## src/rtl/vga_pkg.sv

```systemverilog
`default_nettype none
// ============================================================================
// Module   : vga_pkg
// Purpose  : Shared timing constants for the 640x480@60 display and the
//            coordinate type used by the pixel-timing block and draw logic.
// Contents : pix_t            10-bit coordinate (X/Y counts, 0..1023)
//            c_h_* / c_v_*    default horizontal/vertical timing, in pixels
//                             and lines respectively
//            to_pix()         int -> pix_t conversion for localparams
// Revision : 1.0  initial release
// ============================================================================
package vga_pkg;

    typedef logic [9:0] pix_t;

    localparam int c_h_visible = 640;
    localparam int c_h_front   = 16;
    localparam int c_h_sync    = 96;
    localparam int c_h_back    = 48;

    localparam int c_v_visible = 480;
    localparam int c_v_front   = 10;
    localparam int c_v_sync    = 2;
    localparam int c_v_back    = 33;

    function automatic pix_t to_pix(input int value);
        return pix_t'(value);
    endfunction

endpackage : vga_pkg
`default_nettype wire

```

## src/rtl/vga_axis_counter.sv

```systemverilog
`default_nettype none
// ============================================================================
// Module   : vga_axis_counter
// Purpose  : One display axis: a 0..TOTAL-1 counter that advances on en and
//            wraps, plus region decodes for the current count.
// Params   : TOTAL       counts per period (<= 1024)
//            SYNC_START  first count inside the sync pulse
//            SYNC_END    last count inside the sync pulse
//            VISIBLE     number of visible counts starting at 0
// Ports    : clk      in   system clock
//            rst      in   asynchronous active-high reset
//            en       in   advance the counter by one
//            count    out  current count
//            wrap     out  count is at TOTAL-1 (next advance returns to 0)
//            visible  out  count < VISIBLE
//            in_sync  out  SYNC_START <= count <= SYNC_END
// Revision : 1.0  initial release
// ============================================================================
module vga_axis_counter
    import vga_pkg::*;
#(
    parameter int TOTAL      = 800,
    parameter int SYNC_START = 656,
    parameter int SYNC_END   = 751,
    parameter int VISIBLE    = 640
) (
    input  logic       clk,
    input  logic       rst,
    input  logic       en,
    output logic [9:0] count,
    output logic       wrap,
    output logic       visible,
    output logic       in_sync
);

    localparam pix_t c_last       = to_pix(TOTAL - 1);
    localparam pix_t c_sync_start = to_pix(SYNC_START);
    localparam pix_t c_sync_end   = to_pix(SYNC_END);
    localparam pix_t c_visible    = to_pix(VISIBLE);

    pix_t r_count;

    always_ff @(posedge clk or posedge rst) begin
        if (rst) begin
            r_count <= '0;
        end else if (en) begin
            r_count <= wrap ? '0 : r_count + 10'd1;
        end
    end

    assign count   = r_count;
    assign wrap    = (r_count == c_last);
    assign visible = (r_count < c_visible);
    assign in_sync = (r_count >= c_sync_start) && (r_count <= c_sync_end);

endmodule : vga_axis_counter
`default_nettype wire

```

## src/rtl/vga_timing.sv

```systemverilog
`default_nettype none
// ============================================================================
// Module   : vga_timing
// Purpose  : Pixel-timing generator and output stage for the Pong display.
//            Divides clk to the pixel rate, runs the H/V counters, exposes the
//            current coordinate to the draw logic and registers the returned
//            pixel together with active-low syncs (one pixel period behind
//            X_pix/Y_pix). Also produces a one-clk frame strobe.
// Params   : CLK_DIV (1..16) system clocks per pixel; H_* / V_* timing.
// Ports    : clk          in   system clock
//            rst          in   asynchronous active-high reset
//            test_mode    in   select checkerboard instead of draw
//                              (only with VGA_TEST_PATTERN_EN)
//            draw         in   pixel-on request for X_pix/Y_pix
//            X_pix/Y_pix  out  current horizontal / vertical count
//            video_on     out  current count is in the visible region
//            pixel        out  registered pixel
//            hsync_n      out  horizontal sync, active low, registered
//            vsync_n      out  vertical sync, active low, registered
//            frame_start  out  one-clk strobe when the counters return to 0,0
// Macro    : VGA_TEST_PATTERN_EN adds test_mode and a 32-pixel checkerboard.
// Revision : 1.0  initial release
// ============================================================================
module vga_timing
    import vga_pkg::*;
#(
    parameter int CLK_DIV   = 2,
    parameter int H_VISIBLE = c_h_visible,
    parameter int H_FRONT   = c_h_front,
    parameter int H_SYNC    = c_h_sync,
    parameter int H_BACK    = c_h_back,
    parameter int V_VISIBLE = c_v_visible,
    parameter int V_FRONT   = c_v_front,
    parameter int V_SYNC    = c_v_sync,
    parameter int V_BACK    = c_v_back
) (
    input  logic       clk,
    input  logic       rst,
`ifdef VGA_TEST_PATTERN_EN
    input  logic       test_mode,
`endif
    input  logic       draw,
    output logic [9:0] X_pix,
    output logic [9:0] Y_pix,
    output logic       video_on,
    output logic       pixel,
    output logic       hsync_n,
    output logic       vsync_n,
    output logic       frame_start
);

    localparam int c_h_total      = H_VISIBLE + H_FRONT + H_SYNC + H_BACK;
    localparam int c_v_total      = V_VISIBLE + V_FRONT + V_SYNC + V_BACK;
    localparam int c_h_sync_start = H_VISIBLE + H_FRONT;
    localparam int c_v_sync_start = V_VISIBLE + V_FRONT;

    logic w_tick;
    logic w_h_wrap, w_h_visible, w_h_in_sync;
    logic w_v_wrap, w_v_visible, w_v_in_sync;
    logic w_video_on;
    logic w_src;
    pix_t w_h, w_v;

    logic r_pixel;
    logic r_hsync_n;
    logic r_vsync_n;
    logic r_frame_start;

    // ------------------------------------------------------------------
    // Pixel-rate divider: tick marks the last clk of each pixel period.
    // ------------------------------------------------------------------
    generate
        if (CLK_DIV <= 1) begin : g_div_bypass
            assign w_tick = 1'b1;
        end else begin : g_div_count
            localparam int c_div_w = $clog2(CLK_DIV);
            localparam logic [c_div_w-1:0] c_div_last = c_div_w'(CLK_DIV - 1);

            logic [c_div_w-1:0] r_div;

            always_ff @(posedge clk or posedge rst) begin
                if (rst) begin
                    r_div <= '0;
                end else if (r_div == c_div_last) begin
                    r_div <= '0;
                end else begin
                    r_div <= r_div + 1'b1;
                end
            end

            assign w_tick = (r_div == c_div_last);
        end
    endgenerate

    // ------------------------------------------------------------------
    // Axis counters; vertical advances only on the last pixel of a line.
    // ------------------------------------------------------------------
    vga_axis_counter #(
        .TOTAL      (c_h_total),
        .SYNC_START (c_h_sync_start),
        .SYNC_END   (c_h_sync_start + H_SYNC - 1),
        .VISIBLE    (H_VISIBLE)
    ) u_h_axis (
        .clk     (clk),
        .rst     (rst),
        .en      (w_tick),
        .count   (w_h),
        .wrap    (w_h_wrap),
        .visible (w_h_visible),
        .in_sync (w_h_in_sync)
    );

    vga_axis_counter #(
        .TOTAL      (c_v_total),
        .SYNC_START (c_v_sync_start),
        .SYNC_END   (c_v_sync_start + V_SYNC - 1),
        .VISIBLE    (V_VISIBLE)
    ) u_v_axis (
        .clk     (clk),
        .rst     (rst),
        .en      (w_tick && w_h_wrap),
        .count   (w_v),
        .wrap    (w_v_wrap),
        .visible (w_v_visible),
        .in_sync (w_v_in_sync)
    );

    assign w_video_on = w_h_visible && w_v_visible;

    // Pixel source ahead of the output register.
`ifdef VGA_TEST_PATTERN_EN
    assign w_src = test_mode ? (w_h[5] ^ w_v[5]) : draw;
`else
    assign w_src = draw;
`endif

    // ------------------------------------------------------------------
    // Output stage: captures the decode of the count being left on this
    // tick, so pixel and syncs trail X_pix/Y_pix by one pixel period and
    // stay aligned with each other.
    // ------------------------------------------------------------------
    always_ff @(posedge clk or posedge rst) begin
        if (rst) begin
            r_pixel   <= 1'b0;
            r_hsync_n <= 1'b1;
            r_vsync_n <= 1'b1;
        end else if (w_tick) begin
            r_pixel   <= w_src && w_video_on;
            r_hsync_n <= !w_h_in_sync;
            r_vsync_n <= !w_v_in_sync;
        end
    end

    // Raised on the same edge that moves the counters from the last
    // position back to 0,0. Reset itself starts at 0,0 without passing
    // through that edge, so the first frame after reset gets no strobe.
    always_ff @(posedge clk or posedge rst) begin
        if (rst) begin
            r_frame_start <= 1'b0;
        end else begin
            r_frame_start <= w_tick && w_h_wrap && w_v_wrap;
        end
    end

    assign X_pix       = w_h;
    assign Y_pix       = w_v;
    assign video_on    = w_video_on;
    assign pixel       = r_pixel;
    assign hsync_n     = r_hsync_n;
    assign vsync_n     = r_vsync_n;
    assign frame_start = r_frame_start;

endmodule : vga_timing
`default_nettype wire

```

## config.mk

```make
export PLATFORM = sky130hd
export DESIGN_NAME = vga_timing
export DESIGN_NICKNAME = d
export VERILOG_FILES = /design/src/rtl/vga_pkg.sv /design/src/rtl/vga_axis_counter.sv /design/src/rtl/vga_timing.sv
export SDC_FILE = /design/constraint.sdc
export NUM_CORES = 1
export LEC_CHECK = 0
export ABC_AREA = 1
export CORE_ASPECT_RATIO = 0.6
export CORE_MARGIN = 4
export CORE_UTILIZATION = 24
export CTS_BUF_LIST = sky130_fd_sc_hd__clkbuf_8
export DETAILED_ROUTE_END_ITERATION = 8
export GPL_ROUTABILITY_DRIVEN = 0
export GPL_TIMING_DRIVEN = 0
export PLACE_DENSITY = 0.49
export SYNTH_ARGS = -nofsm -noshare
export SYNTH_HDL_FRONTEND = slang
export SYNTH_SLANG_ARGS = --single-unit
```

## constraint.sdc

```tcl
create_clock -name clk -period 3.13 [get_ports clk]
set_input_delay 0.626 -clock clk [delete_from_list [all_inputs] [get_ports clk]]
set_output_delay 0.626 -clock clk [all_outputs]
set_load 0.1 [all_outputs]
```

==> results of run 1 <==
==> routing by layer <==
layer / global-route usage / up-vias / wire length (µm)
li1: - / 625 / -
met1: 0.179 / 544 / 1960
met2: 0.144 / 37 / 1270
met3: 0.0410 / 2 / 299
met4: 0.0147 / 0 / 14
met5: 0 / - / 0
==> cells in the final DEF, fill, tap and decap left out <==
cell type and count:
a21oi_1 3, a31oi_1 1, a41oi_1 2, buf_4 1
buf_6 1, clkbuf_8 3, clkdlybuf4s50_1 27, clkinv_1 1
dfrtp_1 23, dfstp_2 2, ha_1 4, inv_1 28
nand2_1 37, nand3_1 14, nand3_2 2, nand4_1 7
nor2_1 25, nor3_1 3, nor3_4 1, nor3b_1 1
o211ai_1 1, o21ai_0 12, xnor2_1 2, xor2_1 4
==> registers in the layout, summed over array words and instances (netlist names) <==
register,count
u_v_axis.count,10
hsync_n,1
vsync_n,1
u_h_axis.count,10
pixel,1
g_div_count.r_div,1
frame_start,1
==> cell type report <==
class / count / area [µm²]
buffer: 2 / 18.8
clock buffer: 3 / 41.3
clock inverter: 1 / 3.75
fill: 570 / 3500
inverter: 28 / 105
multi-input combinational: 119 / 614
sequential: 25 / 628
tap: 77 / 96.3
timing repair buffer: 27 / 270
==> power breakdown <==
group | internal [mW] | switching, mW | total (mW)
logic | 0.00362 | 0.0122 | 0.0159
registers | 0.323 | 0.000408 | 0.324
clock network | 0.0879 | 0.105 | 0.193
==> critical path: stages (launching register included) <==
cell             delay, ps
dfrtp_1                450
inv_1                  140
nand3_1                100
nor2_1                 170
clkdlybuf4s50_1       1160
==> final timing paths <==
check,depth (start not counted),startpoint,slack (ps),endpoint
worst min register to register,2,hsync_n,490,hsync_n
max in group asynchronous,2,rst,1650,u_v_axis.count[3]
worst min-delay path,2,hsync_n,490,hsync_n
worst max-delay path,4,u_v_axis.count[9],210,video_on
worst max register to register,7,u_v_axis.count[0],1520,u_v_axis.count[4]
min in group asynchronous,2,rst,880,u_v_axis.count[6]
==> cells by family (layout without fill, tap and decap cells) <==
family	after synthesis	count (layout)	synth area share
AND/OR/NAND/NOR	90	90	0.297
adder cells (fa/ha/maj)	4	4	0.0366
AO/OA/AOI/OAI	19	19	0.0778
buffers and inverters	30	61	0.0907
flip-flops	25	25	0.460
XOR/XNOR	6	6	0.0385
==> run metrics, run 1 <==
post-synth top area share 0.421; CTS buffer count 3; overall power consumption 533 µW; crit end category output port; fraction of final layout cells sized beyond drive strength 1 0.0488; effective utilization at floorplan 0.259; deepest clock path buffer count 2; post-synth top area cell dfrtp_1; number of ports placed on the die boundary 28; post-detailed-route count of antenna-violating nets 0; total overflow reported by the global router 0; final critical-path setup slack 215 ps; maximum number of pins on one net before global-route repair 26; leakage power total 0.825 nW; Total Die Area 7000 µm²; count of maximum capacitance violations 0; critical path launch point type flip-flop; HPWL Detailed 2.72 mm; Post-Synthesis Cell Area 1370 µm²; Layout Cells excl Fill 282; worst setup slack after placement 515 ps; clk sinks 25; worst-path fanout max 6; first-pass GRT wire length 6.29 mm; Max Fclk 343 MHz; average vias per placed instance 4.28; die span in y 66.4 µm; Async SR Flop Fraction 1.00; standard cell core area 5280 µm²; number of setup buffers added after CTS 0; classification of the worst-slack hold path reg -> reg; antenna violations before repair 0; maximum level of the CTS H-tree 1; instance area after placement 1730 µm²; signed area change from the synthesized netlist to the final layout 30.1%; top post-synthesis cells by count nand2_1, inv_1, nor2_1; arrival time reported for the critical path endpoint 2290 ps; cts hold-fix bufs 0; number of cells upsized or downsized after cts 0; Ant. Diodes 0; Setup Skew 2.07 ps; number of remaining DRC errors 0; slew margin rel. 0.340; flops & latches, synth 25; Post-Route Hold Slack 491 ps; Final #Nets 213; detailed-route via count 1208; Setup violations, final 0; TritonCTS clock tree built; 1st-iter DRT viols 99; hold violation total from the final report 0; worst vdd rail ir drop 118 µV; final routed wirelength across all metal layers 3.54 mm; number of core rows 20; setup total negative slack 0 ps; post-layout minimum cycle time 2920 ps; placed cell count 278; Clk Latency, worst-skew pair 270 ps; cell area power density 300 nW/µm²; average size of a mapped cell 7.85 µm²; number of distinct library cells after synthesis 22; setup repair after global routing missed its margin no; total routing usage reported by global routing 0.114; flip-flop cell with the highest count after synthesis dfrtp_1; Req. time, crit path 2500 ps; Synth Net Count 181; number of enable flip-flop cells after synthesis 0; number of global-route vias before repair 1202; final std cell area, no fill 1780 µm²; # port buffers 27; routed length per placed instance 12.6 µm; detailed-routing iteration count for the pre-antenna-repair pass 4; Yosys warning total 0; most common cell in the netlist nand2_1; part of the Yosys area used for sequential elements 0.460; path type of the worst setup path reg -> out; cell count after synthesis 174; Tightest Pin Transition 989 ps; pins over their slew limit 0; result of the run completed; Final Core Density 0.337; Final Cycle Share 0.931; most area-consuming cells after synthesis dfrtp_1, nand2_1, inv_1; clock transition at the register clock pins on the worst setup and hold paths after CTS 90 ps; die outline width 105 µm; buffer cell driving the clock tree root clkbuf_8
Note: power is estimated with default switching activity, not from simulation.
==> run 2: changes to the inputs <==
- MAX_ROUTING_LAYER: default -> met4
- clock period: 3.13 -> 3.68 ns (I/O delays scaled with it)
==> run 2 against run 1 <==
Net effect:
- routed wire length hardly changed
- utilization stayed put
- clock-buffer cell count stayed put
- non-clock buffer count stayed put
- clock skew hardly changed
- combinational power is 15% lower
- design area stayed put
- hold slack hardly changed
- sequential power is 15% lower
- largest power group unchanged
==> run metrics, run 2 (synthesis results as in run 1) <==
Max Fclk 331 MHz; die outline width 105 µm; clock transition at the register clock pins on the worst setup and hold paths after CTS 90 ps; # port buffers 27; count of maximum capacitance violations 0; first-pass GRT wire length 6.29 mm; worst-path fanout max 6; Clk Latency, worst-skew pair 270 ps; worst reg2reg path startpoint u_v_axis.count[0]; post-detailed-route count of antenna-violating nets 0; die span in y 66.4 µm; maximum level of the CTS H-tree 1; result of the run completed; signed area change from the synthesized netlist to the final layout 30.1%; slew margin rel. 0.340; layout filler cell count 570; setup total negative slack 0 ps; Ant. Diodes 0; total overflow reported by the global router 0; average vias per placed instance 4.29; 1st-iter DRT viols 99; effective utilization at floorplan 0.259; number of cells upsized or downsized after cts 0; detailed-route via count 1210; cts hold-fix bufs 0; timing startpoint of the critical path u_v_axis.count[9]; number of global-route vias before repair 1202; final std cell area, no fill 1780 µm²; Setup violations, final 0; path type of the worst setup path reg -> out; antenna violations before repair 0; classification of the worst-slack hold path reg -> reg; arrival time reported for the critical path endpoint 2290 ps; instance area after placement 1730 µm²; Total Die Area 7000 µm²; critical path launch point type flip-flop; most common library cell in the layout ignoring fill and taps nand2_1; detailed-routing iteration count for the pre-antenna-repair pass 5; maximum number of pins on one net before global-route repair 26; post-layout minimum cycle time 3030 ps; final routed wirelength across all metal layers 3.54 mm; total routing usage reported by global routing 0.117; final critical-path setup slack 655 ps; leakage power total 0.825 nW; Tightest Pin Transition 989 ps; min-delay src hsync_n; worst hold path cell count 2; hold violation total from the final report 0; TritonCTS clock tree built; crit end category output port; fraction of final layout cells sized beyond drive strength 1 0.0488; HPWL Detailed 2.72 mm; Top Registers u_h_axis.count: 10 flops, u_v_axis.count: 10 flops; number of ports placed on the die boundary 28; Post-Route Hold Slack 491 ps; Final Cycle Share 0.822; worst vdd rail ir drop 101 µV; number of core rows 20; routed length per placed instance 12.6 µm; worst setup slack after placement 955 ps; Final #Nets 213; cell count of the worst reg-to-reg path 7; number of remaining DRC errors 0; setup repair after global routing missed its margin no; commonest cells after routing, fill and taps aside nand2_1, inv_1, clkdlybuf4s50_1; number of setup buffers added after CTS 0; Setup Skew 2.11 ps; clk sinks 25; pins over their slew limit 0; standard cell core area 5280 µm²; Req. time, crit path 2940 ps; deepest clock path buffer count 2; CTS buffer count 3; buffer cell driving the clock tree root clkbuf_8; cell area power density 255 nW/µm²
run 2: cell counts in the layout (fill, tap and decap cells not counted):
No cell type changed its count.
run 2: layer usage:
metal	vias to the layer above	GRT usage	wire length, µm
met5	-	-	0
met4	0	0.0147	14
met3	2	0.0361	265
met2	39	0.144	1270
met1	544	0.182	2000
li1	625	-	-
run 2: final cells by class:
class                      instances  area, µm²  area share
sequential                        25        628       0.353
multi-input combinational        119        614       0.346
timing repair buffer              27        270       0.152
inverter                          28        105      0.0591
tap                               77       96.3      0.0542
clock buffer                       3       41.3      0.0232
buffer                             2       18.8      0.0106
clock inverter                     1       3.75     0.00211
run 2: path summary, 6_finish.rpt:
| path | to | slack [ps] |
|---|---|---|
| setup / recovery | video_on | 650 |
| hold reg to reg | hsync_n | 490 |
| min in group asynchronous | u_v_axis.count[6] | 990 |
| max in group asynchronous | u_v_axis.count[3] | 2090 |
| hold / removal | hsync_n | 490 |
| setup reg to reg | u_v_axis.count[4] | 2070 |
run 2: per-stage QoR:
step	utilization	total power, mW	std cells
finish	0.337	0.453	282
global route	0.337	0.475	282
CTS	0.337	0.463	282
detailed placement	0.328	0.295	278
global placement	0.328	0.295	278
floorplan	-	0.289	174
run 2: report_power, final:
group	internal [mW]	switching [mW]	total [mW]
registers	0.275	0.000347	0.275
logic	0.00308	0.0104	0.0135
clock network	0.0748	0.0896	0.164
total	0.353	0.100	0.453
run 2: worst max-delay path, cell delays in order, from the launching register on:
cell,delay [ps]
dfrtp_1,450
inv_1,140
nand3_1,100
nor2_1,170
clkdlybuf4s50_1,1160
==> run 3: changes to the inputs <==
- clock period: 3.68 -> 2.87 ns (I/O delays scaled with it)
==> run 3 against run 2 <==
Net effect:
- global-route usage decreased by 0.42 points
- routed wire length decreased by 0.14%
- sequential power increased by 28%
- clock power increased by 26%
- largest cell class unchanged
==> run metrics, run 3 (synthesis results as in run 1) <==
cell area power density 323 nW/µm²; total routing usage reported by global routing 0.113; pins over their slew limit 0; cts hold-fix bufs 0; 1st-iter DRT viols 66; critical path buffer and inverter count 1; Tightest Pin Transition 991 ps; Clk Latency, worst-skew pair 260 ps; delay contributed by the slowest stage of the critical path 1130 ps; Setup violations, final 0; detailed-routing iteration count for the pre-antenna-repair pass 4; antenna violations before repair 0; final routed wirelength across all metal layers 3.54 mm; standard cell core area 5280 µm²; crit end category output port; worst hold path cell count 2; critical path launch point type flip-flop; first-pass GRT wire length 5.99 mm; clk sinks 25; effective utilization at floorplan 0.259; routed length on met3 250 µm; post-detailed-route count of antenna-violating nets 0; result of the run completed; count of cell instances traversed by the critical path 1; Total Die Area 7000 µm²; Req. time, crit path 2300 ps; multi-input logic area 617 µm²; maximum level of the CTS H-tree 1; Final #Nets 213; Final Cycle Share 0.876; Crit-path slowest cell clkdlybuf4s50_1; highest routed layer met4; worst-path fanout max 2; CTS buffer count 3; cell count of the worst reg-to-reg path 6; count of maximum capacitance violations 0; hold violation total from the final report 0; Max Fclk 398 MHz; total overflow reported by the global router 0; number of core rows 20; Top Registers u_h_axis.count: 10 flops, u_v_axis.count: 10 flops; setup total negative slack 0 ps; die span in y 66.4 µm; crit-path cells clkdlybuf4s50_1; path type of the worst setup path reg -> out; worst vdd rail ir drop 186 µV; clock transition at the register clock pins on the worst setup and hold paths after CTS 90 ps; signed area change from the synthesized netlist to the final layout 30.5%; number of remaining DRC errors 0; classification of the worst-slack hold path reg -> reg; Worst path top cell family by delay buffers and inverters; Register Area 628 µm²; Setup Skew 2.22 ps; buffer cell driving the clock tree root clkbuf_8; deepest clock path buffer count 2; HPWL Detailed 2.76 mm; average vias per placed instance 4.29; die outline width 105 µm; TritonCTS clock tree built; arrival time reported for the critical path endpoint 1940 ps; number of setup buffers added after CTS 0; most common library cell in the layout ignoring fill and taps nand2_1; detailed-route via count 1209; Ant. Diodes 0; setup repair after global routing missed its margin no; met1 WL 2.05 mm; leakage power total 0.825 nW; routed length per placed instance 12.5 µm; fraction of final layout cells sized beyond drive strength 1 0.0537; met2 routed WL 1.22 mm; layout filler cell count 570; slew margin rel. 0.339; post-layout minimum cycle time 2520 ps; overall power consumption 577 µW; number of global-route vias before repair 1136; maximum number of pins on one net before global-route repair 26; number of ports placed on the die boundary 28; commonest cells after routing, fill and taps aside nand2_1, inv_1, clkdlybuf4s50_1; # port buffers 27
-- run 3: cell types whose count changed in the layout (fill, tap and decap cells not counted), sizes merged --
cell / delta
clkdlybuf4s50: -1
dlymetal6s2s: +1
-- run 3: worst paths after layout --
path | to | slack, ps | startpoint
worst min-delay path | hsync_n | 490 | hsync_n
worst max register to register | u_v_axis.count[9] | 1260 | u_h_axis.count[1]
worst max-delay path | vsync_n | 350 | vsync_n
max in group asynchronous | u_h_axis.count[6] | 1420 | rst
min in group asynchronous | u_v_axis.count[6] | 840 | rst
worst min register to register | hsync_n | 490 | hsync_n
-- run 3: timing repair --
| item | in CTS | in global routing |
|---|---|---|
| endpoints found under the setup margin | 0 | 1 |
| hold endpoints to repair | 0 | 0 |
| gates resized for setup | 0 | 1 |
-- run 3: final cells by class --
type | count | share of cell area
clock buffer | 3 | 0.0232
sequential | 25 | 0.352
timing repair buffer | 27 | 0.153
clock inverter | 1 | 0.00211
inverter | 28 | 0.0589
multi-input combinational | 119 | 0.346
tap | 77 | 0.0540
buffer | 2 | 0.0105
-- run 3: power by group --
group          internal (mW)  total [mW]  switching, mW  leakage [nW]
clock network         0.0957       0.206          0.111        0.0269
registers              0.353       0.353       0.000390         0.326
logic                0.00396      0.0173         0.0134         0.473
total                  0.452       0.577          0.124         0.825
-- run 3: stage by stage --
step	worst slack, ps	instances	util	cell area [µm²]	hold slack [ps]
2_1_floorplan	401	174	-	1370	587
3_3_place_gp	330	278	0.329	1740	489
3_5_place_dp	333	278	0.329	1740	478
4_1_cts	18.2	282	0.337	1780	495
5_1_grt	273	282	0.338	1780	511
6_report	355	282	0.338	1780	492
-- run 3: layer usage --
layer,vias to the layer above,global-route usage
li1,625,-
met1,550,0.174
met2,32,0.139
met3,2,0.0371
met4,0,0.0147
met5,-,-
